**src/rtl/id_hazard_issue_ctrl_pkg.sv**
```systemverilog
// Shared definitions for the ID-stage issue controller and the ID/EX register:
// FSM encoding, RISC-V opcodes that matter for operand use, bubble word, bundle widths.
package id_hazard_issue_ctrl_pkg;

  typedef enum logic [1:0] {
    ST_RUN      = 2'd0,
    ST_LU_STALL = 2'd1,
    ST_FLUSH    = 2'd2,
    ST_HOLD     = 2'd3
  } state_e;

  localparam logic [6:0] OP_LUI   = 7'b0110111;
  localparam logic [6:0] OP_AUIPC = 7'b0010111;
  localparam logic [6:0] OP_JAL   = 7'b1101111;
  localparam logic [6:0] OP_R     = 7'b0110011;
  localparam logic [6:0] OP_S     = 7'b0100011;
  localparam logic [6:0] OP_B     = 7'b1100011;

  // addi x0,x0,0
  localparam logic [31:0] NOP_INSN = 32'h0000_0013;

  localparam int INSN_W     = 32;
  localparam int ALUSRC_W   = 2;
  localparam int ALUOP_W    = 2;
  localparam int MEMTOREG_W = 2;
  localparam int REG_ADDR_W = 5;

endpackage

```
**src/rtl/id_hazard_issue_ctrl_hazard_detect.sv**
```systemverilog
// Combinational load-use detector: flags an IF/ID instruction that reads the
// register a load currently in EX is about to write.
module hazard_detect
  import id_hazard_issue_ctrl_pkg::*;
(
  input  logic [INSN_W-1:0]     insn,
  input  logic                  ex_mem_read,
  input  logic [REG_ADDR_W-1:0] ex_rd,
  output logic                  load_use
);

  logic [6:0]            opcode;
  logic [REG_ADDR_W-1:0] rs1;
  logic [REG_ADDR_W-1:0] rs2;
  logic                  rs1_used;
  logic                  rs2_used;
  logic                  unused_bits;

  assign opcode = insn[6:0];
  assign rs1    = insn[19:15];
  assign rs2    = insn[24:20];

  // U-type and JAL carry immediate bits where rs1 would sit
  assign rs1_used = (opcode != OP_LUI) && (opcode != OP_AUIPC) && (opcode != OP_JAL);
  assign rs2_used = (opcode == OP_R) || (opcode == OP_S) || (opcode == OP_B);

  assign load_use = ex_mem_read && (ex_rd != '0) &&
                    ((rs1_used && (rs1 == ex_rd)) || (rs2_used && (rs2 == ex_rd)));

  assign unused_bits = ^{insn[31:25], insn[14:7]};

endmodule

```
**src/rtl/id_hazard_issue_ctrl.sv**
```systemverilog
// Issue controller on the write side of ID/EX: forwards the decoded bundle or a
// bubble, drives PC / IF/ID enables, and counts stall and flush events.
module id_hazard_issue_ctrl #(
  parameter int          FLUSH_CYCLES = 1,
  parameter int          CNT_W        = 16,
  parameter logic [31:0] NOP_INSN     = id_hazard_issue_ctrl_pkg::NOP_INSN
) (
  input  logic                                             clk,
  input  logic                                             reset,
  input  logic [id_hazard_issue_ctrl_pkg::INSN_W-1:0]      ip_Instruction,
  input  logic [id_hazard_issue_ctrl_pkg::ALUSRC_W-1:0]    ip_ALUSrc,
  input  logic [id_hazard_issue_ctrl_pkg::ALUOP_W-1:0]     ip_ALUOp,
  input  logic                                             ip_MemRead,
  input  logic                                             ip_MemWrite,
  input  logic [id_hazard_issue_ctrl_pkg::MEMTOREG_W-1:0]  ip_MemtoReg,
  input  logic                                             ip_RegWrite,
  input  logic                                             ip_Imm_signal,
  input  logic                                             ex_MemRead,
  input  logic [id_hazard_issue_ctrl_pkg::REG_ADDR_W-1:0]  ex_rd,
  input  logic                                             ex_branch_taken,
  input  logic                                             ext_stall,
  output logic [id_hazard_issue_ctrl_pkg::INSN_W-1:0]      op_Instruction,
  output logic [id_hazard_issue_ctrl_pkg::ALUSRC_W-1:0]    op_ALUSrc,
  output logic [id_hazard_issue_ctrl_pkg::ALUOP_W-1:0]     op_ALUOp,
  output logic                                             op_MemRead,
  output logic                                             op_MemWrite,
  output logic [id_hazard_issue_ctrl_pkg::MEMTOREG_W-1:0]  op_MemtoReg,
  output logic                                             op_RegWrite,
  output logic                                             op_Imm_signal,
  output logic                                             pc_write,
  output logic                                             if_id_write,
  output logic                                             if_id_flush,
  output logic [1:0]                                       state,
  output logic [CNT_W-1:0]                                 stall_count,
  output logic [CNT_W-1:0]                                 flush_count
);
  import id_hazard_issue_ctrl_pkg::*;

  localparam logic [2:0] FLUSH_RELOAD = (FLUSH_CYCLES > 1) ? 3'(FLUSH_CYCLES - 2) : 3'd0;

  state_e           state_q, state_d;
  logic [2:0]       flush_cnt_q, flush_cnt_d;
  logic [CNT_W-1:0] stall_q, flush_q;
  logic             load_use;
  logic             pass;

  hazard_detect u_hazard_detect (
    .insn        (ip_Instruction),
    .ex_mem_read (ex_MemRead),
    .ex_rd       (ex_rd),
    .load_use    (load_use)
  );

  always_comb begin
    state_d     = state_q;
    flush_cnt_d = flush_cnt_q;
    pass        = 1'b0;
    pc_write    = 1'b0;
    if_id_write = 1'b0;
    if_id_flush = 1'b0;
    if (reset) begin
      case (state_q)
        ST_FLUSH: begin
          if_id_flush = 1'b1;
          if (ex_branch_taken) begin
            flush_cnt_d = FLUSH_RELOAD;
          end else if (flush_cnt_q == 3'd0) begin
            state_d = ST_RUN;
          end else begin
            flush_cnt_d = flush_cnt_q - 3'd1;
          end
        end
        // RUN, LU_STALL and HOLD share one rule set; LU_STALL only masks the hazard
        default: begin
          if (ex_branch_taken) begin
            if_id_flush = 1'b1;
            pc_write    = 1'b1;
            if (FLUSH_CYCLES > 1) begin
              state_d     = ST_FLUSH;
              flush_cnt_d = FLUSH_RELOAD;
            end else begin
              state_d = ST_RUN;
            end
          end else if (ext_stall) begin
            state_d = ST_HOLD;
          end else if (load_use && (state_q != ST_LU_STALL)) begin
            state_d = ST_LU_STALL;
          end else begin
            pass        = 1'b1;
            pc_write    = 1'b1;
            if_id_write = 1'b1;
            state_d     = ST_RUN;
          end
        end
      endcase
    end
  end

  assign op_Instruction = pass ? ip_Instruction : NOP_INSN;
  assign op_ALUSrc      = pass ? ip_ALUSrc      : '0;
  assign op_ALUOp       = pass ? ip_ALUOp       : '0;
  assign op_MemRead     = pass ? ip_MemRead     : 1'b0;
  assign op_MemWrite    = pass ? ip_MemWrite    : 1'b0;
  assign op_MemtoReg    = pass ? ip_MemtoReg    : '0;
  assign op_RegWrite    = pass ? ip_RegWrite    : 1'b0;
  assign op_Imm_signal  = pass ? ip_Imm_signal  : 1'b0;

  always_ff @(negedge clk or negedge reset) begin
    if (!reset) begin
      state_q     <= ST_RUN;
      flush_cnt_q <= 3'd0;
      stall_q     <= '0;
      flush_q     <= '0;
    end else begin
      state_q     <= state_d;
      flush_cnt_q <= flush_cnt_d;
      if (!pc_write && (stall_q != '1)) stall_q <= stall_q + CNT_W'(1);
      if (ex_branch_taken && (flush_q != '1)) flush_q <= flush_q + CNT_W'(1);
    end
  end

  assign state       = state_q;
  assign stall_count = stall_q;
  assign flush_count = flush_q;

endmodule

```
**config.mk**
```make
export PLATFORM = sky130hd
export DESIGN_NAME = id_hazard_issue_ctrl
export DESIGN_NICKNAME = d
export VERILOG_FILES = /design/src/rtl/id_hazard_issue_ctrl_pkg.sv /design/src/rtl/id_hazard_issue_ctrl_hazard_detect.sv /design/src/rtl/id_hazard_issue_ctrl.sv
export SDC_FILE = /design/constraint.sdc
export NUM_CORES = 1
export LEC_CHECK = 0
export CORE_UTILIZATION = 42
export CTS_BUF_LIST = sky130_fd_sc_hd__clkbuf_16
export CTS_CLUSTER_DIAMETER = 80
export DETAILED_ROUTE_END_ITERATION = 7
export PLACE_DENSITY = 0.95
export SLEW_MARGIN = 25
export SYNTH_ARGS = -nofsm -noshare
export SYNTH_HDL_FRONTEND = slang
export SYNTH_HIERARCHICAL = 1
export SYNTH_SLANG_ARGS = --single-unit
```
**constraint.sdc**
```tcl
create_clock -name clk -period 6.3 [get_ports clk]
set_input_delay 1.26 -clock clk [delete_from_list [all_inputs] [get_ports clk]]
set_output_delay 1.26 -clock clk [all_outputs]
set_load 0.01 [all_outputs]
```
==> reports/metrics.cfg, run 1 <==
[worst_setup_path]
crit_arrival_ns=3.54
timing.rr.end=flush_count[1]
r2r_slack_ns=4.31
cpPeakStageDelay_ns=0.29
crit_fanout=6
required_ns=3.29
r2r_cells=4
endpoint_kind=flop
start_kind=primary input
path_class=in2reg
worstReg2RegStart=flush_count[9]
crit_chain=dlygate4sd2_1 -> nand4b_1 -> a211oi_2 -> nand4_1 -> a21oi_2 -> buf_4 -> a21oi_4 -> o21ai_4 -> o211ai_1 -> buf_4 -> nor4b_4 -> xor2_1
crit_top_cell=buf_4
cpMaxStageDelayCell=dlygate4sd2_1

[timing]
finClkSkew_ns=0.00515
tightestPinTransition_ns=0.479
rsz0062_at_grt=true
max-slew-margin-rel_pct=68.1
hold_violations=0
tns_ns=-7.23
timing.final.ws_setup_ns=-0.246
setup_viol=58
drv_slew=0

[cts]
root_buffer=clkbuf_16
htreeDepth=2
clk_pin_slew_ns=0.05
cts-buffers-inserted=5
clk_latency_ns=0.31
clock_tree.buffer_depth=2
cts.sinks=37
cts_tree=yes

[cells_and_area]
final_layout_size_suffix_gt1_share_pct=35.4
mostFrequentLayoutCell=clkdlybuf4s50_1
layout_common_cells=66 x clkdlybuf4s50_1, 37 x dfrtn_1, 33 x buf_4
final_nets=482
finish.utilization_pct=81.9
insertedDiodeCount=0
syn2layout_area_growth_pct=82.6

[global_routing]
grt_overflow_total=0
grt_usage_pct=28.3
antenna_found_initial=0
grt_pass1_wl_um=13100
grt_start_max_net_pins=22
grt_pass1_vias=2606

[floorplanning]
fp.coreArea_um2=5270
rows=26
io_pins=131
floorplan.initialDensity_pct=44.9
die_y_um=77.0
die_area_um2=5930
die_x_um=77.0

[run]
maxCapViolCount=0

[min_path]
min_path_type=reg2reg
whs_path_depth=2
worstHoldStart=flush_cnt_q[1]
holdPathEnd=flush_cnt_q[1]

[detailed_routing]
drt-vias-per-instance=5.97
drc_errors=0
routedWlPerCell_um=21.7
num_vias=2962
drt_first_iter_violations=248
drt_wl_total_um=10800
antenna_left=0
firstDrtPassIters=5

[pwr]
irDropWorstVdd_mv=0.224
p_sw_share_pct=36.1
p_leak_uw=0.00204
finalPower_uw=1120
power_frac_seq_pct=33.8
intPower_uw=714
clock_power_share_pct=21.2
power.density_nw_per_um2=259
comb_power_share_pct=45.0
p_switching_uw=404

[outcome]
violations=negative setup slack
status=finished with violations

[logic_synthesis]
synth_nets=311
ys_seq_area_share_pct=39.2
synth_warnings=6
synth_top_area_cell=dfrtn_1
ys_types=46
syn_avg_cell_area_um2=9.27
syn_inst=255
netlist_top_cells_area=dfrtn_1 39%, and2_1 10%, xor2_1 8.1%
synth-seq-cells=37
synth_top_area_share_pct=39.2
synth_area_um2=2360

[placement]
pre_cts_ws_ns=-0.710
place_congestion=0.869
dp_hpwl_um=5650
io_buffers=130

-- power by group through the flow --
stage	Combinational, µW	Clock [µW]	Sequential [µW]
5_1_grt	531	248	387
3_3_place_gp	404	0	370
4_1_cts	435	232	373
6_report	503	237	378
2_1_floorplan	174	0	385
3_5_place_dp	420	0	373
-- through the flow --
step	hold WS, ns	cell area, µm²	instances
final	0.426	4320	496
after global routing	0.453	4320	496
after CTS	0.428	4030	482
after detailed placement	0.428	3870	467
after global placement	0.420	3870	467
after floorplan	0.409	2360	255
-- sequential cells by signal, indices dropped and copies added, names as in the netlist --
register and cells:
state 2, flush_cnt_q 3, stall_count 16, flush_count 16
-- logic make-up (layout without fill, tap and decap cells) --
kind of cell | Yosys count | after routing | share of synthesized area, %
AND/OR/NAND/NOR | 130 | 130 | 32.3
AO/OA/AOI/OAI | 28 | 28 | 8.10
XOR/XNOR | 32 | 32 | 11.9
adder cells (fa/ha/maj) | 5 | 5 | 2.54
flip-flops | 37 | 37 | 39.2
multiplexers | 6 | 6 | 3.02
buffers and inverters | 17 | 188 | 3.02
-- synth_stat cells, drive strengths merged --
cell,count
o21a,3
xnor2,10
or3,1
nor4b,1
xor2,22
nor3b,1
and4,5
nand2,17
nor4,3
inv,10
nand4,8
and2,39
buf,2
nor2,14
a31oi,2
a21o,1
clkbuf,5
o21ba,1
dfrtn,37
o21ai,5
mux2,6
nand4b,1
and3,5
or2,2
and4b,1
ha,4
a211oi,1
nand2b,4
o221ai,1
maj3,1
o31ai,3
nor3,11
nand3,15
a41oi,1
or4,1
nor2b,1
o211ai,1
a21oi,9
-- timing repair --
| action | 4_1_cts | 5_1_grt |
|---|---|---|
| endpoints found under the setup margin | 59 | 58 |
| buffers inserted | 6 | 10 |
| gates resized for setup | 180 | 93 |
| hold buffers | 0 | 0 |
| pin swaps | 12 | 26 |
| cloned | 2 | 5 |
-- how the worst max path moves through the flow --
stage / startpoint / to / cells after the start
final: ip_Instruction[5] / stall_count[6] / 12
after global routing: ip_Instruction[5] / stall_count[6] / 12
after CTS: state[0] / op_Instruction[20] / 6
after global placement: ip_Instruction[2] / stall_count[6] / 10
after detailed placement: ip_Instruction[2] / stall_count[6] / 10
after floorplan: ex_rd[0] / stall_count[1] / 7
-- cell type report --
| class | count | area [µm²] |
|---|---|---|
| multi-input combinational | 201 | 1550 |
| clock buffer | 5 | 125 |
| fill | 278 | 952 |
| clock inverter | 2 | 7.51 |
| sequential | 37 | 926 |
| inverter | 10 | 37.5 |
| timing repair buffer | 171 | 1580 |
| tap | 70 | 87.6 |
-- routing by layer --
layer,vias up,GRT usage [%],part of all wire (%)
met5,-,0,0
met4,0,9.06,5.9
met3,62,5.95,8.1
met2,234,53.4,51
met1,1439,31.3,35
li1,1227,-,-
-- worst max-delay path: cells and delay by family --
kind | cells | cell delay, ns
and+or+nand+nor | 3 | 0.59
xor gates and xnor gates | 1 | 0.09
buffers and inverters | 3 | 0.65
AOI/OAI and AO/OA | 5 | 0.91
(Power assumes the default switching activity.)
==> run 2, diff against run 1 <==
--- a/config.mk
+++ b/config.mk
@@ -5,6 +5,8 @@
 export SDC_FILE = /design/constraint.sdc
 export NUM_CORES = 1
 export LEC_CHECK = 0
+export ABC_AREA = 0
+export CORE_MARGIN = 2
 export CORE_UTILIZATION = 42
 export CTS_BUF_LIST = sky130_fd_sc_hd__clkbuf_16
 export CTS_CLUSTER_DIAMETER = 80
==> run 2 against run 1 <==
  * Utilization fell by 1.4 points
  * Sequential cell count is the same
  * Final area grew 2.0%
  * The run still ends with negative setup slack left
==> reports/metrics.cfg, run 2 (synthesis gave the netlist of run 1 again) <==
[cells_and_area]
mostFrequentLayoutCell=clkdlybuf4s50_1  ; unchanged
multi_input_area_um2=1540  ; was 1550 µm²
final_layout_size_suffix_gt1_share_pct=38.4  ; was 35.4%
layout.cells.non_filler=496  ; unchanged
n_fill_cell=297  ; was 278
final_area_um2=4410  ; was 4320 µm²
layout_common_cells=65 x clkdlybuf4s50_1, 39 x buf_6, 37 x dfrtn_1  ; was 66 x clkdlybuf4s50_1, 37 x dfrtn_1, 33 x buf_4
regArea_um2=926  ; unchanged
syn2layout_area_growth_pct=86.3  ; was 82.6%
insertedDiodeCount=0  ; unchanged
final_nets=479  ; was 482

[outcome]
violations=negative setup slack  ; unchanged
status=finished with violations  ; unchanged

[worst_setup_path]
crit_arrival_ns=5.34  ; was 3.54 ns
start_kind=flop  ; was primary input
r2r_slack_ns=4.33  ; was 4.31 ns
cp_top_family=buffers and inverters  ; was compound AO/OA/AOI/OAI gates
path_buf_inv=5  ; was 3
crit_fanout=6  ; unchanged
r2r_cells=5  ; was 4
crit_chain=inv_2 -> maj3_2 -> nor4_4 -> buf_4 -> buf_8 -> buf_16 -> and2_1 -> buf_2  ; was dlygate4sd2_1 -> nand4b_1 -> a211oi_2 -> nand4_1 -> a21oi_2 -> buf_4 -> a21oi_4 -> o21ai_4 -> o211ai_1 -> buf_4 -> nor4b_4 -> xor2_1
cpMaxStageDelayCell=dfrtn_1  ; was dlygate4sd2_1
required_ns=5.04  ; was 3.29 ns
timing.rr.end=flush_count[1]  ; unchanged
cpPeakStageDelay_ns=0.45  ; was 0.29 ns
worstReg2RegStart=flush_count[0]  ; was flush_count[9]
path_class=reg2out  ; was in2reg
endpoint_kind=output pin  ; was flop

[timing]
timing.final.ws_setup_ns=-0.296  ; was -0.246 ns
rsz0062_at_grt=true  ; unchanged
hold_violations=0  ; unchanged
tns_ns=-8.82  ; was -7.23 ns
fin_hold_ws_ns=0.431  ; was 0.426 ns
max-slew-margin-rel_pct=69.1  ; was 68.1%
tightestPinTransition_ns=0.464  ; was 0.479 ns
setup_viol=51  ; was 58
finClkSkew_ns=0.00585  ; was 0.00515 ns
drv_slew=0  ; unchanged

[floorplanning]
rows=27  ; was 26
die_x_um=79.0  ; was 77.0 µm
fp.coreArea_um2=5470  ; was 5270 µm²
io_pins=131  ; unchanged
die_area_um2=6250  ; was 5930 µm²
die_y_um=79.0  ; was 77.0 µm
floorplan.initialDensity_pct=43.2  ; was 44.9%

[cts]
clk_pin_slew_ns=0.04  ; was 0.05 ns
clock_tree.buffer_depth=2  ; unchanged
cts_tree=yes  ; unchanged
cts_hold_buffers=0  ; unchanged
cts.sinks=37  ; unchanged
clk_latency_ns=0.30  ; was 0.31 ns
htreeDepth=2  ; unchanged
root_buffer=clkbuf_16  ; unchanged
cts-buffers-inserted=5  ; unchanged

[detailed_routing]
routedWlPerCell_um=21.9  ; was 21.7 µm
firstDrtPassIters=5  ; unchanged
drc_errors=0  ; unchanged
num_vias=2881  ; was 2962
antenna_left=0  ; unchanged
drt-vias-per-instance=5.81  ; was 5.97
drt_wl_total_um=10900  ; was 10800 µm
drt_first_iter_violations=282  ; was 248

[global_routing]
grt_usage_pct=28.0  ; was 28.3%
grt_overflow_total=0  ; unchanged
grt_pass1_wl_um=13600  ; was 13100 µm
antenna_found_initial=0  ; unchanged
grt_pass1_vias=2675  ; was 2606
grt_start_max_net_pins=36  ; was 22

[placement]
placed_area_um2=3880  ; was 3870 µm²
dp_hpwl_um=5650  ; about the same
place_congestion=0.856  ; was 0.869
pre_cts_ws_ns=-0.681  ; was -0.710 ns
placed_cells=470  ; was 467
io_buffers=130  ; unchanged

[min_path]
whs_path_depth=2  ; unchanged
min_path_type=reg2reg  ; unchanged
worstHoldStart=flush_cnt_q[1]  ; unchanged
holdPathEnd=flush_cnt_q[1]  ; unchanged

[pwr]
p_leak_uw=0.00205  ; was 0.00204 µW
p_sw_share_pct=34.5  ; was 36.1%
intPower_uw=761  ; was 714 µW
power_frac_seq_pct=32.4  ; was 33.8%
power.density_nw_per_um2=264  ; was 259 nW/µm²
p_switching_uw=401  ; was 404 µW
clock_power_share_pct=24.3  ; was 21.2%
comb_power_share_pct=43.3  ; was 45.0%
irDropWorstVdd_mv=0.300  ; was 0.224 mV

[run]
maxCapViolCount=0  ; unchanged

[run 2: stage by stage]
stage               util [%]  power, µW
finish                  80.5       1160
global route            80.5       1220
global placement        70.9        775
detailed placement      70.9        796
floorplan                  -        559
CTS                     76.2       1110
[run 2: how the worst max path moves through the flow]
stage | start | to | depth (start not counted) | slack [ns]
finish | state[0] | op_Instruction[5] | 8 | -0.30
global route | state[0] | op_Instruction[5] | 8 | -0.30
CTS | state[0] | op_Instruction[20] | 9 | -0.16
detailed placement | ip_Instruction[1] | stall_count[6] | 10 | -0.68
global placement | ex_rd[0] | stall_count[10] | 9 | -0.57
floorplan | ex_rd[0] | stall_count[1] | 7 | 0.04
[run 2: routing by layer]
| metal | vias up | track usage, % | wire length (µm) | part of all wire, % |
|---|---|---|---|---|
| met5 | - | 0 | 0 | 0 |
| met4 | 0 | 10.2 | 679 | 6.2 |
| met3 | 63 | 7.27 | 870 | 8.0 |
| met2 | 196 | 50.8 | 5190 | 48 |
| met1 | 1402 | 31.4 | 4130 | 38 |
| li1 | 1220 | - | - | - |
[run 2: timing repair]
item / in CTS / in global routing
setup endpoints to repair: 59 / 54
gates resized for setup: 245 / 70
cloned: 5 / 2
buffers inserted: 9 / 3
pin swaps: 23 / 26
[run 2: power groups by stage]
stage	combinational [µW]	clock [µW]	sequential, µW
floorplan	174	0	385
global placement	406	0	369
finish	503	283	377
global route	537	297	385
CTS	453	285	371
detailed placement	424	0	372
[run 2: area by class of cell]
type | count | share of cell area (%)
Timing Repair Buffer | 168 | 37.5
Sequential cell | 37 | 21.0
Tap cell | 72 | 2.04
Clock inverter | 3 | 0.937
Multi-Input combinational cell | 201 | 34.8
Inverter | 10 | 0.852
Clock buffer | 5 | 2.84
[run 2: worst min-delay path: cells and delay by family (launching register included)]
family             cells  cell delay, ns
AOI/OAI and AO/OA      1            0.06
DFF                    1            0.40
and+or+nand+nor        1            0.05
